$ cat src/rtl/fp_pkg.sv
// Shared definitions for the parametrised floating-point adder:
// flag bit positions, special-case bypass tags and format helpers.
package fp_pkg;

    // Bit positions within the 3-bit flags output {invalid, overflow, inexact}
    localparam int unsigned FLAG_INEXACT  = 0;
    localparam int unsigned FLAG_OVERFLOW = 1;
    localparam int unsigned FLAG_INVALID  = 2;
    localparam int unsigned FLAG_W        = 3;

    // Special-case result carried down the pipeline alongside the datapath
    typedef enum logic [2:0] {
        TAG_NONE,
        TAG_QNAN,
        TAG_INF_POS,
        TAG_INF_NEG,
        TAG_ZERO_POS,
        TAG_ZERO_NEG
    } fp_tag_e;

    // Total word width W = sign + exponent + stored fraction
    function automatic int unsigned fp_width(input int unsigned exp_w, input int unsigned man_w);
        return 1 + exp_w + man_w;
    endfunction

    // Exponent bias for a given exponent width
    function automatic int unsigned fp_bias(input int unsigned exp_w);
        return (1 << (exp_w - 1)) - 1;
    endfunction

    // All-ones exponent field (inf / NaN)
    function automatic int unsigned fp_exp_max(input int unsigned exp_w);
        return (1 << exp_w) - 1;
    endfunction

    // Canonical quiet NaN (sign 0, exponent all ones, fraction MSB only),
    // right-aligned in a 64-bit container; callers keep the low W bits.
    function automatic logic [63:0] fp_qnan(input int unsigned exp_w, input int unsigned man_w);
        logic [63:0] v;
        v = '0;
        for (int unsigned i = man_w - 1; i < man_w + exp_w; i++) begin
            v[i] = 1'b1;
        end
        return v;
    endfunction

endpackage

$ cat src/rtl/fp_lzc.sv
// Parametrised leading-zero counter; an all-zero input returns WIDTH.
module fp_lzc #(
    parameter int unsigned WIDTH = 28,
    parameter int unsigned CNT_W = $clog2(WIDTH + 1)
) (
    input  logic [WIDTH-1:0] din,
    output logic [CNT_W-1:0] cnt
);

    // Scan upward so the highest set bit determines the final count
    always_comb begin
        cnt = CNT_W'(WIDTH);
        for (int unsigned i = 0; i < WIDTH; i++) begin
            if (din[i]) begin
                cnt = CNT_W'(WIDTH - 1 - i);
            end
        end
    end

endmodule

$ cat src/rtl/fp_adder_pipe.sv
// Three-stage IEEE-754 adder/subtractor, RNE rounding, subnormals kept,
// global-stall valid/ready handshake.
module fp_adder_pipe
    import fp_pkg::*;
#(
    parameter int unsigned EXP_W = 8,
    parameter int unsigned MAN_W = 23
) (
    input  logic                   CLK,
    input  logic                   rst_n,
    input  logic                   in_valid,
    output logic                   in_ready,
    input  logic                   in_sub,
    input  logic [EXP_W+MAN_W:0]   A,
    input  logic [EXP_W+MAN_W:0]   B,
    output logic                   out_valid,
    input  logic                   out_ready,
    output logic [EXP_W+MAN_W:0]   O,
    output logic [2:0]             flags
);

    localparam int unsigned W   = fp_width(EXP_W, MAN_W);
    localparam int unsigned SW  = MAN_W + 4;      // hidden + fraction + G/R/S
    localparam int unsigned NW  = MAN_W + 5;      // plus carry bit
    localparam int unsigned CW  = $clog2(NW + 1);
    localparam int unsigned SAT = MAN_W + 3;
    localparam logic [EXP_W-1:0] EXP_MAX   = EXP_W'(fp_exp_max(EXP_W));
    localparam logic [63:0]      QNAN_WIDE = fp_qnan(EXP_W, MAN_W);
    localparam logic [W-1:0]     QNAN      = QNAN_WIDE[W-1:0];

    logic adv;
    assign adv      = !out_valid || out_ready;
    assign in_ready = adv;

    // ---------------- S1: unpack, classify, swap, align ----------------
    logic                 sa, sb, a_ge_b;
    logic [EXP_W-1:0]     ea, eb;
    logic [MAN_W-1:0]     fa, fb;
    logic                 a_nan, b_nan, a_inf, b_inf, a_zero, b_zero;

    assign sa     = A[W-1];
    assign sb     = B[W-1] ^ in_sub;
    assign ea     = A[W-2:MAN_W];
    assign eb     = B[W-2:MAN_W];
    assign fa     = A[MAN_W-1:0];
    assign fb     = B[MAN_W-1:0];
    assign a_nan  = (ea == EXP_MAX) && (fa != '0);
    assign b_nan  = (eb == EXP_MAX) && (fb != '0);
    assign a_inf  = (ea == EXP_MAX) && (fa == '0);
    assign b_inf  = (eb == EXP_MAX) && (fb == '0);
    assign a_zero = (ea == '0) && (fa == '0);
    assign b_zero = (eb == '0) && (fb == '0);
    assign a_ge_b = A[W-2:0] >= B[W-2:0];

    logic                 sx;
    logic [EXP_W-1:0]     ex_f, ey_f, ex, ey, diff;
    logic [MAN_W-1:0]     fx, fy;
    logic [MAN_W:0]       mx, my;
    logic [31:0]          sh;
    logic [2*SW-1:0]      y_ext;
    logic [SW-1:0]        x_al, y_al;
    fp_tag_e              tag1;
    logic                 inv1;

    // Order operands by magnitude, right-shift the smaller one with sticky, tag specials
    always_comb begin
        sx    = a_ge_b ? sa : sb;
        ex_f  = a_ge_b ? ea : eb;
        ey_f  = a_ge_b ? eb : ea;
        fx    = a_ge_b ? fa : fb;
        fy    = a_ge_b ? fb : fa;
        ex    = (ex_f == '0) ? EXP_W'(1) : ex_f;
        ey    = (ey_f == '0) ? EXP_W'(1) : ey_f;
        mx    = {ex_f != '0, fx};
        my    = {ey_f != '0, fy};
        diff  = ex - ey;
        sh    = (32'(diff) >= SAT) ? SAT : 32'(diff);
        // Low half of y_ext catches every bit shifted past the sticky position
        y_ext = {my, 3'b000, {SW{1'b0}}} >> sh;
        x_al  = {mx, 3'b000};
        y_al  = {y_ext[2*SW-1:SW+1], y_ext[SW] | (|y_ext[SW-1:0])};

        tag1 = TAG_NONE;
        inv1 = 1'b0;
        if (a_nan || b_nan) begin
            tag1 = TAG_QNAN;
            inv1 = (a_nan && !fa[MAN_W-1]) || (b_nan && !fb[MAN_W-1]);
        end else if (a_inf && b_inf && (sa != sb)) begin
            tag1 = TAG_QNAN;
            inv1 = 1'b1;
        end else if (a_inf) begin
            tag1 = sa ? TAG_INF_NEG : TAG_INF_POS;
        end else if (b_inf) begin
            tag1 = sb ? TAG_INF_NEG : TAG_INF_POS;
        end else if (a_zero && b_zero) begin
            tag1 = (sa && sb) ? TAG_ZERO_NEG : TAG_ZERO_POS;
        end
    end

    logic                 s1_valid, s1_inv, s1_sign, s1_sub;
    fp_tag_e              s1_tag;
    logic [EXP_W-1:0]     s1_exp;
    logic [SW-1:0]        s1_x, s1_y;

    // Stage-1 register
    always_ff @(posedge CLK or negedge rst_n) begin
        if (!rst_n) begin
            s1_valid <= 1'b0;
            s1_tag   <= TAG_NONE;
            s1_inv   <= 1'b0;
            s1_sign  <= 1'b0;
            s1_sub   <= 1'b0;
            s1_exp   <= '0;
            s1_x     <= '0;
            s1_y     <= '0;
        end else if (adv) begin
            s1_valid <= in_valid;
            s1_tag   <= tag1;
            s1_inv   <= inv1;
            s1_sign  <= sx;
            s1_sub   <= (sa != sb);
            s1_exp   <= ex;
            s1_x     <= x_al;
            s1_y     <= y_al;
        end
    end

    // ---------------- S2: magnitude add/sub, leading-zero count ----------------
    logic [NW-1:0] sum2;
    logic [CW-1:0] lzc2;

    assign sum2 = s1_sub ? ({1'b0, s1_x} - {1'b0, s1_y}) : ({1'b0, s1_x} + {1'b0, s1_y});

    fp_lzc #(.WIDTH(NW), .CNT_W(CW)) u_lzc (
        .din (sum2),
        .cnt (lzc2)
    );

    logic                 s2_valid, s2_inv, s2_sign;
    fp_tag_e              s2_tag;
    logic [EXP_W-1:0]     s2_exp;
    logic [NW-1:0]        s2_sum;
    logic [CW-1:0]        s2_lzc;

    // Stage-2 register
    always_ff @(posedge CLK or negedge rst_n) begin
        if (!rst_n) begin
            s2_valid <= 1'b0;
            s2_tag   <= TAG_NONE;
            s2_inv   <= 1'b0;
            s2_sign  <= 1'b0;
            s2_exp   <= '0;
            s2_sum   <= '0;
            s2_lzc   <= '0;
        end else if (adv) begin
            s2_valid <= s1_valid;
            s2_tag   <= s1_tag;
            s2_inv   <= s1_inv;
            s2_sign  <= s1_sign;
            s2_exp   <= s1_exp;
            s2_sum   <= sum2;
            s2_lzc   <= lzc2;
        end
    end

    // ---------------- S3: normalise, round, pack ----------------
    logic [EXP_W:0]   e_base, lz_ext, e_room, shamt, e_norm, e_fin;
    logic [SW-1:0]    mant;
    logic [MAN_W+1:0] rnd;
    logic             grs_any, rup;
    logic [W-1:0]     o_nxt;
    logic [2:0]       f_nxt;

    // Normalise (left shift capped so subnormals keep exponent 1), RNE, overflow, specials
    always_comb begin
        e_base = {1'b0, s2_exp};
        lz_ext = (EXP_W+1)'(s2_lzc) - (EXP_W+1)'(1);   // zeros below the carry bit
        e_room = e_base - (EXP_W+1)'(1);
        shamt  = '0;
        if (s2_sum[NW-1]) begin
            mant   = {s2_sum[NW-1:2], s2_sum[1] | s2_sum[0]};
            e_norm = e_base + (EXP_W+1)'(1);
        end else begin
            shamt  = (lz_ext < e_room) ? lz_ext : e_room;
            mant   = s2_sum[SW-1:0] << shamt;
            e_norm = e_base - shamt;
        end

        grs_any = |mant[2:0];
        rup     = mant[2] && (mant[1] || mant[0] || mant[3]);
        rnd     = {1'b0, mant[SW-1:3]} + (MAN_W+2)'(rup);

        // Hidden bit absent after rounding means the result stays subnormal
        if (rnd[MAN_W+1]) begin
            e_fin = e_norm + (EXP_W+1)'(1);
        end else if (rnd[MAN_W]) begin
            e_fin = e_norm;
        end else begin
            e_fin = '0;
        end

        f_nxt = '0;
        if (e_fin >= {1'b0, EXP_MAX}) begin
            o_nxt = {s2_sign, EXP_MAX, {MAN_W{1'b0}}};
            f_nxt[FLAG_OVERFLOW] = 1'b1;
            f_nxt[FLAG_INEXACT]  = 1'b1;
        end else begin
            o_nxt = {s2_sign, e_fin[EXP_W-1:0], rnd[MAN_W-1:0]};
            f_nxt[FLAG_INEXACT] = grs_any;
        end

        if (s2_sum == '0) begin
            o_nxt = '0;
            f_nxt = '0;
        end

        case (s2_tag)
            TAG_QNAN: begin
                o_nxt = QNAN;
                f_nxt = '0;
                f_nxt[FLAG_INVALID] = s2_inv;
            end
            TAG_INF_POS: begin
                o_nxt = {1'b0, EXP_MAX, {MAN_W{1'b0}}};
                f_nxt = '0;
            end
            TAG_INF_NEG: begin
                o_nxt = {1'b1, EXP_MAX, {MAN_W{1'b0}}};
                f_nxt = '0;
            end
            TAG_ZERO_POS: begin
                o_nxt = '0;
                f_nxt = '0;
            end
            TAG_ZERO_NEG: begin
                o_nxt = {1'b1, {(W-1){1'b0}}};
                f_nxt = '0;
            end
            default: ;
        endcase
    end

    // Output register; holds O/flags while the consumer stalls
    always_ff @(posedge CLK or negedge rst_n) begin
        if (!rst_n) begin
            out_valid <= 1'b0;
            O         <= '0;
            flags     <= '0;
        end else if (adv) begin
            out_valid <= s2_valid;
            O         <= o_nxt;
            flags     <= f_nxt;
        end
    end

endmodule

$ cat config.mk
export PLATFORM = sky130hd
export DESIGN_NAME = fp_adder_pipe
export DESIGN_NICKNAME = d
export VERILOG_FILES = /design/src/rtl/fp_pkg.sv /design/src/rtl/fp_lzc.sv /design/src/rtl/fp_adder_pipe.sv
export SDC_FILE = /design/constraint.sdc
export NUM_CORES = 1
export LEC_CHECK = 0
export ABC_AREA = 0
export BUFFER_PORTS_ARGS = -buffer_cell sky130_fd_sc_hd__buf_2
export CAP_MARGIN = 10
export CORE_MARGIN = 8
export CORE_UTILIZATION = 50
export CTS_CLUSTER_SIZE = 20
export DETAILED_ROUTE_END_ITERATION = 10
export GPL_TIMING_DRIVEN = 0
export PLACE_DENSITY = 0.7
export SYNTH_ARGS = -nofsm -noshare
export SYNTH_HDL_FRONTEND = slang
export SYNTH_SLANG_ARGS = --single-unit
$ cat constraint.sdc
create_clock -name CLK -period 6.8 [get_ports CLK]
set_clock_uncertainty 0.2 [all_clocks]
set_input_delay 0.68 -clock CLK [delete_from_list [all_inputs] [get_ports CLK]]
set_output_delay 0.68 -clock CLK [all_outputs]
set_load 0.02 [all_outputs]
## After elaboration in Yosys (flattened, before gate mapping)

Cells that the tools add are included.

- Flip-flop bits (word level): 149
- Bits of input ports: 69
- Output and inout bits: 37
- Logic and storage cells: 138

- $add $sub $neg: 9
- $lt $le $gt $ge: 4
- Eq/ne operators: 8
- Shifts and indexed selects: 2
- Muxes and demuxes: 59
- Bitwise operators: 3
- Reduce and logical (&&, ||, !) cells: 35

Operators with widths:

| operator | count |
|---|---|
| one-hot mux 32 bit (5 select lines) | 1 |
| 2-to-1 mux 5 bit | 16 |
| >> shifter 54 x 8 -> 54 bit | 1 |
| zero test 23 bit | 2 |
| 2-to-1 mux 23 bit | 2 |
| nonzero test 23 bit | 2 |
| 2-to-1 mux 8 bit | 5 |
| 2-to-1 mux 9 bit | 4 |
| zero test 8 bit | 4 |
| 2-to-1 mux 32 bit | 1 |
| 2-to-1 mux 4 bit | 8 |
| greater-or-equal comparator 31 bit | 1 |
| 2-to-1 mux 31 bit | 1 |
| adder 27 x 27 -> 28 bit | 1 |
| zero test 28 bit | 1 |
| 2-to-1 mux 28 bit | 1 |
| subtractor 27 x 27 -> 28 bit | 1 |
| 2-to-1 mux 27 bit | 1 |
| 2-to-1 mux 3 bit | 9 |
| OR reduction 27 bit | 1 |
| left shift 27 x 9 -> 27 bit | 1 |
| adder 24 x 1 -> 25 bit | 1 |
| equality test 8 bit (second input constant) | 2 |
| nonzero test 8 bit | 2 |
| other kinds (23) | 51 |

## Logic depth before layout (Yosys ltp)

- Word-level depth: 30
- Mapped depth: 41
- Depth with buffers taken out: 33

## By module

A second synthesis with hierarchy kept.

- Cells, all modules: 2146
- Area total of the unflattened synthesis: 15944.0 µm²

Modules (own cells, without submodules):

| module | instances | cells an instance | area each (µm²) | sequential area each (µm²) |
|---|---|---|---|---|
| fp_adder_pipe | 1 | 2086 | 15607.5 | 3728.6 |
| fp_lzc | 1 | 60 | 336.6 | 0.0 |

## Worst setup path before layout

Ideal clock, no wire load.

- Path kind: in2reg
- From: input B[8]
- To: register s1_y[0]
- Setup time: 0.137 ns
- Arrival: 8.714 ns
- Required time: 6.463 ns
- Path slack: -2.252 ns
- Stages: 36
- Buffers on the path: 9
- Cell sequence: inv_1 ha_1 a21o_1 a21o_1 a21oi_1 o211ai_1 and4_1 a31o_2 o21ai_0 and2_1 clkbuf_1 clkbuf_1 clkbuf_1 buf_1 buf_1 mux2i_1 ha_1 nor2b_1 o21a_1 o211a_1 o211a_1 or3_1 a2111oi_0 buf_2 buf_1 clkbuf_1 clkbuf_1 nand2_1 o21ai_0 mux2i_1 mux2i_1 mux2i_1 mux2i_1 nand4_1 nor4_1 o211ai_1

- Longest elaborated chain between the ends: 10
- Elaborated cells between the ends (all ways): 15
- Classes of those cells: add/sub: 1; order compare: 2; shift: 1; mux: 6; bitwise: 1; reduce/logical: 4

RTL lines:

| item | RTL line | text |
|---|---|---|
| start, declared | fp_adder_pipe.sv:15 | `input logic [EXP_W+MAN_W:0] B,` |
| greater-or-equal comparator 31 bit | fp_adder_pipe.sv:53 | `assign a_ge_b = A[W-2:0] >= B[W-2:0];` |
| 2-to-1 mux 8 bit, on equally long branches | fp_adder_pipe.sv:68, fp_adder_pipe.sv:69 |  |
| zero test 8 bit, on equally long branches | fp_adder_pipe.sv:72, fp_adder_pipe.sv:73 |  |
| 2-to-1 mux 8 bit, on equally long branches | fp_adder_pipe.sv:72, fp_adder_pipe.sv:73 |  |
| subtractor 8 bit | fp_adder_pipe.sv:76 | `diff = ex - ey;` |
| greater-or-equal comparator 8 x 5 -> 1 bit | fp_adder_pipe.sv:77 | `sh = (32'(diff) >= SAT) ? SAT : 32'(diff);` |
| 2-to-1 mux 8 bit | fp_adder_pipe.sv:77 |  |
| >> shifter 54 x 8 -> 54 bit (*) | fp_adder_pipe.sv:79 | `y_ext = {my, 3'b000, {SW{1'b0}}} >> sh;` |
| OR reduction 27 bit | fp_adder_pipe.sv:81 | `y_al = {y_ext[2*SW-1:SW+1], y_ext[SW] \| (\|y_ext[SW-1:0])};` |
| OR 1 bit (*) | fp_adder_pipe.sv:81 |  |
| end signal, assigned | fp_adder_pipe.sv:124 | `s1_y <= y_al;` |
| end, declared | fp_adder_pipe.sv:103 | `logic [SW-1:0] s1_x, s1_y;` |

Every way passes the cells marked *; elsewhere a longest branch is shown, timed or not.
A chain may end at the register's enable or synchronous reset.

## Worst setup path after layout

- From: input B[27]
- To: register s1_y[0]

Same word-level chain as after synthesis.

==> key figures <==
Logic synthesis
  • Complex-gate fraction of the synthesized area: around 26%
  • Average cell area after synthesis: a little under 8 µm²
  • Yosys top cell area share: between 20 and 25%
  • Number of synthesized register bits: approximately 150
  • Post-synthesis sequential area ratio: a little under a quarter
  • Post-synthesis mux area share: approximately 11%
  • Leading area contributor after synthesis: dfrtp_1
  • Synth Area in Simple Gates: about a fifth
  • Synth Area in XOR/XNOR: 3.92%
  • Ys Warns: 0
  • Yosys cell types: 100
  • Synth async-reset ratio: between 90% and 100%
  • Synth top area cells: dfrtp_1 (23%), mux2i_1 (11%), ha_1 (8.7%), nand2_1 (5.5%), a21oi_1 (4.7%)
  • Netlist Area Pre-Place: approximately 16000 µm²
  • Most common cell in the netlist: nand2_1
  • Post-synth top flop: dfrtp_1
  • Adder-cell share of the synthesized area: under 10%
  • Commonest cells post-synth: nand2_1 (235), nor2_1 (185), mux2i_1 (170)
  • Main combinational cell family by area after synthesis: compound AO/OA/AOI/OAI gates
  • Post-synth EDFFs: 0
  • Post-Syn Instances: approximately 2100
  • Synthesized Nets: ~2200

Clock tree
  • Clock slew at reported path FFs: roughly 0.070 ns
  • CTS tree: done
  • Num CTS Buffers: 17
  • Clk_lat worst skew: between 0.4 and 0.5 ns
  • Cts hold-fix bufs: 0
  • Clock tree buffer depth: 2
  • Root Driver: clkbuf_16
  • Clock sink count: roughly 150
  • H-tree levels: 4

Timing
  • Hold Vio Cnt, Final: 1
  • Relative slew slack: a little under a third
  • Slack of the critical path: -0.357 ns
  • Slew @ Worst Pin: ~1.0 ns
  • RSZ-0062 raised after global routing: yes
  • Fin crit period: ~7 ns
  • Fin crit share: 105%
  • Hold_ws: -0.00297 ns
  • Final setup vio count: 27
  • Max-slew violation count: 0
  • Fmax: between 100 and 150 MHz

Final layout
  • FILL cells: about 2600
  • Fin cells: around 2800
  • P&R area growth vs syn: 32.0%
  • Fraction of layout cells with a size suffix above 1: 28.1%
  • N_diodes: 0
  • Net count, final: between 2000 and 3000

Critical path
  • Crit Path Max Fanout: 7
  • CP dominant cell by count: mux2i_1
  • R2R Path End: O[10]
  • WP data arrival: between 7 and 8 ns
  • Reg2reg start: s2_exp[1]
  • Worst setup SP type: input pin
  • Critical path's slowest cell: mux2i_1
  • R2R depth: 25
  • Reg2reg setup slack: -0.07 ns
  • Crit-path max cell delay: 0.42 ns
  • Required time worst endpoint: 6.92 ns
  • Critical path class: input pin to register
  • Crit end category: register

Route
  • DR DRC count: 0
  • Vias post-DR: approximately 19000
  • DRT iter0 DRCs: ~2200
  • Avg WL per Cell: 25.9 µm
  • Antenna-violating nets left: 0
  • Pre-Repair DR Iteration Count: 7
  • Via-per-instance ratio: roughly 6.8
  • Total wire length: a little over 70 mm

Floorplanning
  • # IOs: approximately 110
  • Chip Width: between 150 and 200 µm
  • Core ar.: 31600 µm²
  • Die Footprint: 38100 µm²
  • # rows: 65
  • Initial core utilization: between 50% and 60%
  • Die Y: between 150 and 200 µm

Global route
  • Overall Global Routing Usage: between 30% and 40%
  • Vias in the first global route: around 18000
  • First-pass GRT wire length: approximately 100 mm
  • Largest net degree at the start of global routing: between 80 and 90
  • Initial antenna violation count: 0
  • Total global routing overflow: 0

Run status
  • Failing checks: negative hold slack, negative setup slack
  • Status: finished with violations

Worst hold path
  • Hold Crit Class: input pin to async pin

Place
  • I/O Buffers: about 110
  • Placer Congestion: 0.994
  • Dpl hpwl: 52.3 mm
  • Dpl cells: between 2000 and 3000

Run
  • Max Cap Viol: 0
==> area by class of cell <==
cell class / count / area (µm²) / area share [%]
Tap cell: 402 / 503 / 2.37
Buffer: 101 / 699 / 3.30
Clock inverter: 14 / 141 / 0.666
Clock buffer: 18 / 439 / 2.07
Timing Repair Buffer: 289 / 2210 / 10.4
Multi-Input combinational cell: 1688 / 13000 / 61.3
Sequential cell: 149 / 3740 / 17.6
Inverter: 122 / 480 / 2.26
==> placed cells by master (no fill, tap or decap), types with 16 or more instances in the layout <==
| cell | instances |
|---|---|
| mux2i_2 | 21 |
| a211oi_1 | 16 |
| nor3_1 | 44 |
| o22ai_1 | 21 |
| xor2_1 | 16 |
| a21oi_2 | 21 |
| nand4_1 | 30 |
| inv_1 | 108 |
| dfrtp_1 | 143 |
| nand2b_1 | 19 |
| nor4_1 | 21 |
| clkbuf_16 | 22 |
| nor2_2 | 17 |
| o21ai_2 | 17 |
| nand2_1 | 228 |
| o21ai_0 | 116 |
| nor2b_1 | 17 |
| ha_1 | 95 |
| o31ai_2 | 22 |
| nor2_1 | 165 |
| a22oi_1 | 16 |
| a31oi_1 | 21 |
| mux2i_4 | 18 |
| buf_12 | 16 |
| nand3_1 | 55 |
| buf_6 | 24 |
| o211ai_1 | 20 |
| buf_2 | 98 |
| a21oi_1 | 125 |
| mux2i_1 | 133 |
| clkbuf_1 | 52 |
| buf_4 | 163 |
| xnor2_1 | 39 |
| a21o_1 | 21 |
==> sequential cells by signal, indices dropped and copies added (netlist names), 3 cells and up <==
name,cells
s2_exp,8
s1_exp,8
s2_sum,28
s2_tag,3
s2_lzc,5
s1_tag,3
O,32
flags,3
s1_x,24
s1_y,27
==> logic make-up after synthesis <==
kind of cell | Yosys count
adders and majority gates | 115
muxes | 180
buffers and inverters | 228
DFF | 149
and+or+nand+nor | 709
xor gates and xnor gates | 72
AOI/OAI and AO/OA | 611
==> per-layer routing <==
metal / up-vias / GRT usage (%) / wire [µm]
met5: - / 0 / 0
met2: 1317 / 53.2 / 31100
li1: 8202 / - / -
met3: 311 / 7.24 / 7360
met1: 9180 / 47.1 / 29600
met4: 0 / 14.6 / 3850
==> critical path: cells and delay by family <==
family | cells | cell delay (ns)
multiplexers | 4 | 0.85
XOR/XNOR | 1 | 0.23
AO/OA/AOI/OAI | 10 | 2.16
adder cells (fa/ha/maj) | 3 | 0.90
AND/OR/NAND/NOR | 8 | 1.45
buffers and inverters | 7 | 0.98
==> how the worst max path moves through the flow <==
stage | end | start | slack (ns) | cells past startpoint
3_3_place_gp | s1_y[0] | B[8] | -1.94 | 37
2_1_floorplan | s1_y[0] | B[8] | -0.14 | 36
5_1_grt | s1_y[0] | B[8] | -0.49 | 34
3_5_place_dp | s1_y[0] | B[27] | -2.13 | 35
6_report | s1_y[0] | B[27] | -0.36 | 33
4_1_cts | s1_y[0] | A[0] | -0.23 | 36
==> timing repair <==
item,4_1_cts,5_1_grt
setup endpoints to repair,60,61
buffers inserted,98,89
pin swaps,43,84
cloned,2,4
resized for setup,185,248
==> through the flow <==
stage               TNS (ns)  util (%)  area (µm²)  hold WS [ns]  setup WS, ns
finish                 -1.42      67.1       21200      -0.00297        -0.357
CTS                   -0.317      61.5       19400        0.0208        -0.227
global route           -6.95      67.1       21200        0.0418        -0.494
floorplan             -0.145         -       16300         0.184        -0.145
global placement      -69.39      54.7       17300         0.253         -1.94
detailed placement    -76.38      54.8       17300         0.257         -2.13
Power is not shown: default switching activity piles up to over one toggle a cycle in this logic, so the estimate is an artifact.
